File: src/rtl/alu_issue_stage_if.sv
// ---------------------------------------------------------------------------
// alu_issue_stage_if
//   Bundle of every non-clock/reset signal of the ALU issue stage.
//   Signal names keep the stage's point of view (_i = into the stage,
//   _o = out of the stage).
//   Modports:
//     slave  - the issue stage itself
//     master - whoever drives the decode side and consumes the ALU side
//   Groups:
//     upstream handshake : in_valid_i / in_ready_o
//     decoded operands   : rs/rt addr+data, imm_i, alu_src_i, alu_ctrl_i,
//                          rd_addr_i, reg_write_i
//     forwarding sources : exmem_* and memwb_*
//     control            : flush_i
//     downstream         : out_valid_o / out_ready_i, src1_o, src2_o, ctrl_o,
//                          rd_addr_o, reg_write_o, ctrl_illegal_o, stall_cnt_o
// ---------------------------------------------------------------------------
interface alu_issue_stage_if #(
    parameter int DATA_W = 32,
    parameter int ADDR_W = 5,
    parameter int CNT_W  = 16
);
    logic              in_valid_i;
    logic              in_ready_o;
    logic [ADDR_W-1:0] rs_addr_i;
    logic [ADDR_W-1:0] rt_addr_i;
    logic [DATA_W-1:0] rs_data_i;
    logic [DATA_W-1:0] rt_data_i;
    logic [DATA_W-1:0] imm_i;
    logic              alu_src_i;
    logic [3:0]        alu_ctrl_i;
    logic [ADDR_W-1:0] rd_addr_i;
    logic              reg_write_i;
    logic              exmem_wr_i;
    logic [ADDR_W-1:0] exmem_rd_i;
    logic [DATA_W-1:0] exmem_data_i;
    logic              memwb_wr_i;
    logic [ADDR_W-1:0] memwb_rd_i;
    logic [DATA_W-1:0] memwb_data_i;
    logic              flush_i;
    logic              out_valid_o;
    logic              out_ready_i;
    logic [DATA_W-1:0] src1_o;
    logic [DATA_W-1:0] src2_o;
    logic [3:0]        ctrl_o;
    logic [ADDR_W-1:0] rd_addr_o;
    logic              reg_write_o;
    logic              ctrl_illegal_o;
    logic [CNT_W-1:0]  stall_cnt_o;

    modport slave (
        input  in_valid_i, rs_addr_i, rt_addr_i, rs_data_i, rt_data_i, imm_i,
               alu_src_i, alu_ctrl_i, rd_addr_i, reg_write_i,
               exmem_wr_i, exmem_rd_i, exmem_data_i,
               memwb_wr_i, memwb_rd_i, memwb_data_i,
               flush_i, out_ready_i,
        output in_ready_o, out_valid_o, src1_o, src2_o, ctrl_o, rd_addr_o,
               reg_write_o, ctrl_illegal_o, stall_cnt_o
    );

    modport master (
        output in_valid_i, rs_addr_i, rt_addr_i, rs_data_i, rt_data_i, imm_i,
               alu_src_i, alu_ctrl_i, rd_addr_i, reg_write_i,
               exmem_wr_i, exmem_rd_i, exmem_data_i,
               memwb_wr_i, memwb_rd_i, memwb_data_i,
               flush_i, out_ready_i,
        input  in_ready_o, out_valid_o, src1_o, src2_o, ctrl_o, rd_addr_o,
               reg_write_o, ctrl_illegal_o, stall_cnt_o
    );
endinterface

File: src/rtl/alu_issue_stage.sv
// ---------------------------------------------------------------------------
// alu_issue_stage
//   Pipeline register directly in front of the ALU. Captures a decoded
//   instruction over a valid/ready handshake, resolving EX/MEM and MEM/WB
//   forwarding and the immediate select at capture time, and presents
//   registered operands/opcode to the ALU one cycle later.
//   Ports:
//     clk_i  - clock, rising edge
//     rst_i  - asynchronous reset, active-high
//     bus    - alu_issue_stage_if.slave (handshakes, operands, forwarding
//              sources, flush, ALU-side outputs, stall counter)
// ---------------------------------------------------------------------------
module alu_issue_stage #(
    parameter int DATA_W = 32,
    parameter int ADDR_W = 5,
    parameter int CNT_W  = 16
) (
    input  logic              clk_i,
    input  logic              rst_i,
    alu_issue_stage_if.slave  bus
);

    // Registered state
    logic              r_out_valid;
    logic [DATA_W-1:0] r_src1;
    logic [DATA_W-1:0] r_src2;
    logic [3:0]        r_ctrl;
    logic [ADDR_W-1:0] r_rd_addr;
    logic              r_reg_write;
    logic              r_ctrl_illegal;
    logic [CNT_W-1:0]  r_stall_cnt;

    // Combinational
    logic              w_in_ready;
    logic              w_accept;
    logic              w_stalled;
    logic [DATA_W-1:0] w_src1;
    logic [DATA_W-1:0] w_rt_fwd;
    logic [DATA_W-1:0] w_src2;
    logic              w_ctrl_illegal;

    // A slot frees up either when empty or when the ALU drains it this cycle.
    assign w_in_ready = ~r_out_valid | bus.out_ready_i;
    assign w_accept   = bus.in_valid_i & w_in_ready & ~bus.flush_i;
    assign w_stalled  = r_out_valid & ~bus.out_ready_i;

    // Forwarding: EX/MEM is younger than MEM/WB, so it takes priority.
    // Register 0 is hard-wired, so a writer targeting it must never win.
    always_comb begin
        // NOTE: default first so every path assigns and no latch is inferred.
        w_src1 = bus.rs_data_i;
        if (bus.rs_addr_i != '0) begin
            if (bus.exmem_wr_i && (bus.exmem_rd_i == bus.rs_addr_i))
                w_src1 = bus.exmem_data_i;
            else if (bus.memwb_wr_i && (bus.memwb_rd_i == bus.rs_addr_i))
                w_src1 = bus.memwb_data_i;
        end
    end

    always_comb begin
        w_rt_fwd = bus.rt_data_i;
        if (bus.rt_addr_i != '0) begin
            if (bus.exmem_wr_i && (bus.exmem_rd_i == bus.rt_addr_i))
                w_rt_fwd = bus.exmem_data_i;
            else if (bus.memwb_wr_i && (bus.memwb_rd_i == bus.rt_addr_i))
                w_rt_fwd = bus.memwb_data_i;
        end
    end

    // The immediate bypasses rt forwarding entirely.
    assign w_src2 = bus.alu_src_i ? bus.imm_i : w_rt_fwd;

    // Opcodes the ALU implements: AND, OR, ADD, SUB, SLT.
    assign w_ctrl_illegal = !(bus.alu_ctrl_i inside {4'b0000, 4'b0001, 4'b0010,
                                                     4'b0110, 4'b0111});

    always_ff @(posedge clk_i or posedge rst_i) begin
        if (rst_i) begin
            // NOTE: datapath registers are reset too so the ALU never sees X
            // operands straight out of reset.
            r_out_valid    <= 1'b0;
            r_src1         <= '0;
            r_src2         <= '0;
            r_ctrl         <= '0;
            r_rd_addr      <= '0;
            r_reg_write    <= 1'b0;
            r_ctrl_illegal <= 1'b0;
            r_stall_cnt    <= '0;
        end else begin
            // NOTE: non-blocking so every register samples pre-edge values.
            // Flush kills both the held and the incoming instruction.
            if (bus.flush_i) begin
                r_out_valid <= 1'b0;
            end else if (w_accept) begin
                r_out_valid    <= 1'b1;
                r_src1         <= w_src1;
                r_src2         <= w_src2;
                r_ctrl         <= bus.alu_ctrl_i;
                r_rd_addr      <= bus.rd_addr_i;
                r_reg_write    <= bus.reg_write_i;
                r_ctrl_illegal <= w_ctrl_illegal;
            end else if (bus.out_ready_i) begin
                r_out_valid <= 1'b0;
            end

            // Saturating: stops at all-ones instead of wrapping.
            if (w_stalled && (r_stall_cnt != '1))
                r_stall_cnt <= r_stall_cnt + CNT_W'(1);
        end
    end

    assign bus.in_ready_o     = w_in_ready;
    assign bus.out_valid_o    = r_out_valid;
    assign bus.src1_o         = r_src1;
    assign bus.src2_o         = r_src2;
    assign bus.ctrl_o         = r_ctrl;
    assign bus.rd_addr_o      = r_rd_addr;
    // A stale write enable must never escape an empty slot.
    assign bus.reg_write_o    = r_reg_write & r_out_valid;
    assign bus.ctrl_illegal_o = r_ctrl_illegal;
    assign bus.stall_cnt_o    = r_stall_cnt;

endmodule

File: src/flat_wrapper.sv
// flat-port wrapper written by rule: the top's interface ports become plain ports
module alu_issue_stage_flat 
#(
    parameter int DATA_W = 32,
    parameter int ADDR_W = 5,
    parameter int CNT_W  = 16
)
  (clk_i, rst_i, bus_in_valid_i, bus_rs_addr_i, bus_rt_addr_i, bus_rs_data_i, bus_rt_data_i, bus_imm_i, bus_alu_src_i, bus_alu_ctrl_i, bus_rd_addr_i, bus_reg_write_i, bus_exmem_wr_i, bus_exmem_rd_i, bus_exmem_data_i, bus_memwb_wr_i, bus_memwb_rd_i, bus_memwb_data_i, bus_flush_i, bus_out_ready_i, bus_in_ready_o, bus_out_valid_o, bus_src1_o, bus_src2_o, bus_ctrl_o, bus_rd_addr_o, bus_reg_write_o, bus_ctrl_illegal_o, bus_stall_cnt_o);
  alu_issue_stage_if #(.DATA_W(DATA_W), .ADDR_W(ADDR_W), .CNT_W(CNT_W)) bus_i ();
  input  logic clk_i;
  input  logic rst_i;
  input wire logic [$bits(bus_i.in_valid_i)-1:0] bus_in_valid_i;
  input wire logic [$bits(bus_i.rs_addr_i)-1:0] bus_rs_addr_i;
  input wire logic [$bits(bus_i.rt_addr_i)-1:0] bus_rt_addr_i;
  input wire logic [$bits(bus_i.rs_data_i)-1:0] bus_rs_data_i;
  input wire logic [$bits(bus_i.rt_data_i)-1:0] bus_rt_data_i;
  input wire logic [$bits(bus_i.imm_i)-1:0] bus_imm_i;
  input wire logic [$bits(bus_i.alu_src_i)-1:0] bus_alu_src_i;
  input wire logic [$bits(bus_i.alu_ctrl_i)-1:0] bus_alu_ctrl_i;
  input wire logic [$bits(bus_i.rd_addr_i)-1:0] bus_rd_addr_i;
  input wire logic [$bits(bus_i.reg_write_i)-1:0] bus_reg_write_i;
  input wire logic [$bits(bus_i.exmem_wr_i)-1:0] bus_exmem_wr_i;
  input wire logic [$bits(bus_i.exmem_rd_i)-1:0] bus_exmem_rd_i;
  input wire logic [$bits(bus_i.exmem_data_i)-1:0] bus_exmem_data_i;
  input wire logic [$bits(bus_i.memwb_wr_i)-1:0] bus_memwb_wr_i;
  input wire logic [$bits(bus_i.memwb_rd_i)-1:0] bus_memwb_rd_i;
  input wire logic [$bits(bus_i.memwb_data_i)-1:0] bus_memwb_data_i;
  input wire logic [$bits(bus_i.flush_i)-1:0] bus_flush_i;
  input wire logic [$bits(bus_i.out_ready_i)-1:0] bus_out_ready_i;
  output wire logic [$bits(bus_i.in_ready_o)-1:0] bus_in_ready_o;
  output wire logic [$bits(bus_i.out_valid_o)-1:0] bus_out_valid_o;
  output wire logic [$bits(bus_i.src1_o)-1:0] bus_src1_o;
  output wire logic [$bits(bus_i.src2_o)-1:0] bus_src2_o;
  output wire logic [$bits(bus_i.ctrl_o)-1:0] bus_ctrl_o;
  output wire logic [$bits(bus_i.rd_addr_o)-1:0] bus_rd_addr_o;
  output wire logic [$bits(bus_i.reg_write_o)-1:0] bus_reg_write_o;
  output wire logic [$bits(bus_i.ctrl_illegal_o)-1:0] bus_ctrl_illegal_o;
  output wire logic [$bits(bus_i.stall_cnt_o)-1:0] bus_stall_cnt_o;
  assign bus_i.in_valid_i = bus_in_valid_i;
  assign bus_i.rs_addr_i = bus_rs_addr_i;
  assign bus_i.rt_addr_i = bus_rt_addr_i;
  assign bus_i.rs_data_i = bus_rs_data_i;
  assign bus_i.rt_data_i = bus_rt_data_i;
  assign bus_i.imm_i = bus_imm_i;
  assign bus_i.alu_src_i = bus_alu_src_i;
  assign bus_i.alu_ctrl_i = bus_alu_ctrl_i;
  assign bus_i.rd_addr_i = bus_rd_addr_i;
  assign bus_i.reg_write_i = bus_reg_write_i;
  assign bus_i.exmem_wr_i = bus_exmem_wr_i;
  assign bus_i.exmem_rd_i = bus_exmem_rd_i;
  assign bus_i.exmem_data_i = bus_exmem_data_i;
  assign bus_i.memwb_wr_i = bus_memwb_wr_i;
  assign bus_i.memwb_rd_i = bus_memwb_rd_i;
  assign bus_i.memwb_data_i = bus_memwb_data_i;
  assign bus_i.flush_i = bus_flush_i;
  assign bus_i.out_ready_i = bus_out_ready_i;
  assign bus_in_ready_o = bus_i.in_ready_o;
  assign bus_out_valid_o = bus_i.out_valid_o;
  assign bus_src1_o = bus_i.src1_o;
  assign bus_src2_o = bus_i.src2_o;
  assign bus_ctrl_o = bus_i.ctrl_o;
  assign bus_rd_addr_o = bus_i.rd_addr_o;
  assign bus_reg_write_o = bus_i.reg_write_o;
  assign bus_ctrl_illegal_o = bus_i.ctrl_illegal_o;
  assign bus_stall_cnt_o = bus_i.stall_cnt_o;
  alu_issue_stage #(.DATA_W(DATA_W), .ADDR_W(ADDR_W), .CNT_W(CNT_W)) u_core (.clk_i(clk_i), .rst_i(rst_i), .bus(bus_i));
endmodule
File: config.mk
export PLATFORM = sky130hd
export DESIGN_NAME = alu_issue_stage_flat
export DESIGN_NICKNAME = d
export VERILOG_FILES = /design/src/rtl/alu_issue_stage_if.sv /design/src/rtl/alu_issue_stage.sv /design/src/flat_wrapper.sv
export SDC_FILE = /design/constraint.sdc
export NUM_CORES = 1
export LEC_CHECK = 0
export ABC_AREA = 1
export BUFFER_PORTS_ARGS = -buffer_cell sky130_fd_sc_hd__buf_2
export CORE_ASPECT_RATIO = 1.5
export CORE_MARGIN = 10
export CORE_UTILIZATION = 30
export DETAILED_ROUTE_END_ITERATION = 12
export HOLD_SLACK_MARGIN = 0.03
export MAX_ROUTING_LAYER = met4
export SYNTH_ARGS = -nofsm -noshare
export SYNTH_HDL_FRONTEND = slang
export SYNTH_SLANG_ARGS = --single-unit
File: constraint.sdc
create_clock -name clk_i -period 3.5 [get_ports clk_i]
set_clock_uncertainty 0.2 [all_clocks]
set_input_delay 0.175 -clock clk_i [delete_from_list [all_inputs] [get_ports clk_i]]
set_output_delay 0.175 -clock clk_i [all_outputs]
set_load 0.02 [all_outputs]
# == After elaboration in Yosys (flattened, before gate mapping) ==
# Cells that the tools add are included.
# word_totals
reg_bits,92
wordCells,48
# classes
add_sub_neg,1
eq_ne,9
n_mux,10
bitwise,8
reduce_logical,12
# op_table
operator,n
two-way mux 32 bit,7
== test 5 bit,4
adder 16 x 1 -> 16 bit (second input constant),1
inequality test 16 bit (second input constant),1
nonzero test 5 bit,3
== test 4 x 3 -> 1 bit (second input constant),2
logical AND 1 bit,5
bitwise AND 1 bit,4
== test 4 x 1 -> 1 bit (second input constant),1
== test 4 x 2 -> 1 bit (second input constant),1
zero test 4 bit,1
two-way mux 1 bit,3
NOT 1 bit,3
nonzero test 3 bit,1
AND reduction 2 bit,1
zero test 1 bit,1
OR 1 bit,1

# == Longest topological paths before layout ==
# depth
ltp_word,6
depth_mapped,12
depth_no_buf,11

# == Worst setup path after synthesis ==
# No wires, ideal clock.
# synth_path
path_kind,flip-flop to flip-flop
startpoint,register u_core.r_out_valid (netlist: u_core.bus.out_valid_o)
endpoint,register u_core.r_src1[10] (netlist: u_core.bus.src1_o[10])
setup_ps,118
arrival_ps,1616
required_time_ps,3182
slack_ps,1566
path_stages_with_launch,9
synth_period_minus_slack_ps,1934
path_cell_list,dfrtp_1 -> nand2_1 -> inv_1 -> nor3_2 -> inv_2 -> buf_2 -> clkbuf_1 -> nand2_1 -> nand2_1
# synth_via
elab_chain_cells,5
# synth_rtl
element,line_no,source
"start, declared",alu_issue_stage.sv:24,logic r_out_valid;
"start signal, assigned",alu_issue_stage.sv:81,r_out_valid <= 1'b0;
"start signal, assigned",alu_issue_stage.sv:93,r_out_valid <= 1'b0;
"start signal, assigned",alu_issue_stage.sv:95,r_out_valid <= 1'b1;
NOT 1 bit,alu_issue_stage.sv:43,assign w_in_ready = ~r_out_valid | bus.out_ready_i;
OR 1 bit,alu_issue_stage.sv:43,
named net bus_in_ready_o,flat_wrapper.sv:30,output wire logic [$bits(bus_i.in_ready_o)-1:0] bus_in_ready_o;
bitwise AND 1 bit (2 in series),alu_issue_stage.sv:44,assign w_accept = bus.in_valid_i & w_in_ready & ~bus.flush_i;
AND reduction 2 bit (no source line),--,
"end signal, assigned",alu_issue_stage.sv:96,r_src1 <= w_src1;
"end, declared",alu_issue_stage.sv:25,logic [DATA_W-1:0] r_src1;
# The timed path passes the listed nets, and every way through them passes these cells.
# A chain may end at the register's enable or synchronous reset.

# == Final worst setup path ==
# layout_path
startpoint,register u_core.r_out_valid (netlist: u_core.bus.out_valid_o)
endpoint,register u_core.r_src2[0] (netlist: u_core.bus.src2_o[0])
# layout_via
elab_chain_cells,5
# layout_rtl
element,line_no,source
NOT 1 bit,alu_issue_stage.sv:43,
OR 1 bit,alu_issue_stage.sv:43,
bitwise AND 1 bit (2 in series),alu_issue_stage.sv:44,
AND reduction 2 bit (no source line),--,
"end signal, assigned",alu_issue_stage.sv:97,r_src2 <= w_src2;
"end, declared",alu_issue_stage.sv:26,logic [DATA_W-1:0] r_src2;
# No other way between the ends.

==> results_dict.tcl <==
set metrics [dict create \
    outcome "finished, final reports clean" \
    cts_buffers 9 \
    dp_hpwl_um 21300 \
    ctsHtreeMaxLevel 3 \
    num_rows 67 \
    min_period_over_period_pct 83.1 \
    internal_power_mw 2.32 \
    wirelength_um 28500 \
    drt_first_iter_violations 502 \
    clk_latency_ns 0.36 \
    p_sw_share_pct 36.7 \
    portBuffers 290 \
    synth_area_um2 6730 \
    gp_congestion 0.940 \
    totalPowerFinal_mw 3.66 \
    min-delay-start "bus_memwb_data_i[29]" \
    peakVddDrop_uv 253 \
    wire_per_inst_um 16.0 \
    hold_path.class "input port to register" \
    io_pins 291 \
    nets 1696 \
    ctsHoldBuffers 121 \
    gr-total-overflow 0 \
    grt_pass1_wl_um 45700 \
    start_util_pct 30.3 \
    synthCells 1125 \
    slowest_stage "dlygate4sd3_1" \
    critPathTopFamily "buffers and inverters" \
    crit_cells 9 \
    ff2ff_path_depth 9 \
    area_delta_synth_final_pct 47.1 \
    cp.required_ns 3.61 \
    clockPowerShare_pct 29.7 \
    yosysUniqueCellTypes 30 \
    cts_buffer_depth 2 \
    yosysWarnings 0 \
    min_period_ns 2.91 \
    synth_ff_type "dfrtp_1" \
    synthTopCellsByArea "dfrtp_1 (34%), nand2_1 (27%), nand3_1 (7.7%), inv_1 (6.9%), nor2_1 (5.5%)" \
    track_usage_pct 20.0 \
    postSynthAreaPerCell_um2 5.98 \
    fin_hold_ws_ns 0.0429 \
    rsz0062_at_grt "no" \
    final-setup-viol-count 0 \
    startpoint "u_core.bus.out_valid_o$_DFFE_PP0P_" \
    r2r_slack_ns 0.59 \
    cts_tree "built" \
    synthArstFlopShare_pct 100 \
    critPathArrivalTime_ns 3.02 \
    worst_pin_slew_ns 1.18 \
    power_leakage_nw 5.69 \
    startpoint_type "register" \
    ant_nets 0 \
    crit_path_frequent_cell "nand2_1" \
    synth-seq-area-share_pct 34.2 \
    setup_tns_ns 0 \
    clk_pin_slew_ns 0.07 \
    critical_path.max_fanout 57 \
    worst-path-buf-inv 4 \
    maxCapViolCount 0 \
    synth_edf_count 0 \
    root_buffer "clkbuf_16" \
    reg2reg_to "u_core.bus.src2_o[0]$_DFFE_PP0P_" \
    dieArea_um2 28900 \
    cts_setup_buffers 0 \
    synth_top_area_share_pct 34.2 \
    combPwrFrac_pct 33.0 \
    first_global_vias 8589 \
    maxSlewViolCount 0 \
    firstDrtPassIters 5 \
    end_kind "register" \
    vias 8423 \
    critPathMaxStageDelay_ns 0.58 \
    drive_gt1_share_pct 22.5 \
    synth_nets 1324 \
    core_area_um2 22200 \
    rr_startpoint "u_core.bus.out_valid_o$_DFFE_PP0P_" \
    antenna_found_initial 11 \
    crit_chain "nand2_1 -> inv_1 -> nor3_4 -> clkinv_2 -> buf_12 -> a21oi_1 -> nand2_1 -> dlygate4sd3_1 -> nand2_1" \
    synth_seq_cells 92 \
    dp_worst_setup_slack_ns 0.996 \
    grt_max_degree 74 \
    fp.dieW_um 142 \
    p_seq_share_pct 37.2 \
    cts_resized 0 \
    worstSetupPathType "register to register" \
    hold_viol 0 \
    die_h_um 203 \
    synth_area_leader_cell "dfrtp_1" \
    netSwitchingPower_mw 1.34 \
    max_freq_mhz 344 \
    power_density_nw_per_um2 370 \
    setup_ws_ns 0.590 \
    nFillCells 2330 \
    clock_sinks 92 \
    endpoint "u_core.bus.src2_o[0]$_DFFE_PP0P_" \
    post-route-drc-count 0 \
    vias_per_cell 4.71 \
    slew_headroom_pct 21.4 \
]
[logic make-up after synthesis]
| logic type | Yosys count | share of synthesized area, % |
|---|---|---|
| simple gates | 741 | 45.7 |
| buf+inv | 194 | 11.7 |
| flops | 92 | 34.2 |
| compound gates | 82 | 6.28 |
| xor+xnor | 15 | 1.95 |
| fa+ha+maj | 1 | 0.186 |
[layout make-up]
cell class / count / area, um2 / area share, %
clock inverter: 4 / 75.1 / 0.758
inverter: 132 / 499 / 5.04
tap: 276 / 345 / 3.49
multi-input combinational: 839 / 3650 / 36.9
timing repair buffer: 423 / 2770 / 27.9
sequential: 92 / 2300 / 23.3
antenna: 11 / 27.5 / 0.278
clock buffer: 11 / 233 / 2.35
[tightest hold or removal path: stages]
cell and delay (ns):
buf_2 0.10, nand2_1 0.05, nand2_1 0.05, inv_1 0.03, nand2_1 0.05, nand3_1 0.06
nand2_1 0.05
[per-stage QoR]
step	cells	utilization (%)	cell area [um2]
2_1_floorplan	1125	-	6730
3_3_place_gp	1641	37.6	8350
3_5_place_dp	1641	37.6	8350
4_1_cts	1777	44.4	9870
5_1_grt	1788	44.6	9900
6_report	1788	44.6	9900
[flip-flops by register name (all words and copies together), names as in the netlist]
name                       cells
u_core.bus.ctrl_illegal_o      1
u_core.bus.ctrl_o              4
u_core.bus.src2_o             32
u_core.bus.out_valid_o         1
u_core.bus.rd_addr_o           5
u_core.bus.src1_o             32
u_core.bus.stall_cnt_o        16
u_core.r_reg_write             1
[power groups by stage]
stage | registers [mW] | clock network [mW] | logic, mW
3_3_place_gp | 1.38 | 0 | 1.10
4_1_cts | 1.36 | 1.11 | 1.21
6_report | 1.36 | 1.09 | 1.21
5_1_grt | 1.38 | 1.15 | 1.34
2_1_floorplan | 1.56 | 0 | 0.436
3_5_place_dp | 1.38 | 0 | 1.10
[routing by layer]
| metal | vias to the layer above | part of all wire (%) | GRT usage, % |
|---|---|---|---|
| met2 | 323 | 48 | 31.8 |
| met1 | 3798 | 42 | 24.0 |
| met4 | 0 | 4.2 | 11.5 |
| met3 | 64 | 5.1 | 2.40 |
| li1 | 4238 | - | - |
| met5 | - | 0 | - |
[cells in the final DEF, fill, tap and decap left out, drive strengths merged]
cell type | synthesis | final
nand2 | 488 | 488
buf | 29 | 302
inv | 132 | 131
dlygate4sd3 | 0 | 121
nand3 | 106 | 106
nor2 | 104 | 104
dfrtp | 92 | 92
a21oi | 67 | 67
nand4 | 38 | 38
o21ai | 14 | 14
diode | 0 | 11
clkbuf | 33 | 11
xor2 | 10 | 10
xnor2 | 5 | 5
nor3 | 3 | 3
clkinvlp | 0 | 2
bufinv | 0 | 2
clkinv | 0 | 1
a31oi | 1 | 1
or2 | 1 | 1
nor4 | 1 | 1
ha | 1 | 1
[how the worst min path moves through the flow]
stage / depth (start not counted) / slack (ns) / end
after floorplan: 1 / 0.04 / u_core.bus.out_valid_o$_DFFE_PP0P_
after CTS: 7 / 0.03 / u_core.bus.src1_o[28]$_DFFE_PP0P_
after detailed placement: 2 / 0.18 / u_core.bus.out_valid_o$_DFFE_PP0P_
final: 7 / 0.04 / u_core.bus.src1_o[29]$_DFFE_PP0P_
after global routing: 7 / 0.07 / u_core.bus.src1_o[29]$_DFFE_PP0P_
after global placement: 3 / 0.18 / u_core.bus.rd_addr_o[0]$_DFFE_PP0P_
[cell usage after synthesis, types with 2 or more instances]
master / number
nand2_1: 487
inv_1: 123
nand3_1: 104
nor2_1: 99
dfrtp_1: 92
a21oi_1: 66
nand4_1: 38
clkbuf_1: 32
buf_2: 20
xor2_1: 10
inv_2: 9
o21ai_0: 9
nor2_2: 5
o21ai_1: 5
xnor2_1: 5
buf_1: 4
buf_6: 3
buf_4: 2
(Power assumes the default switching activity.)
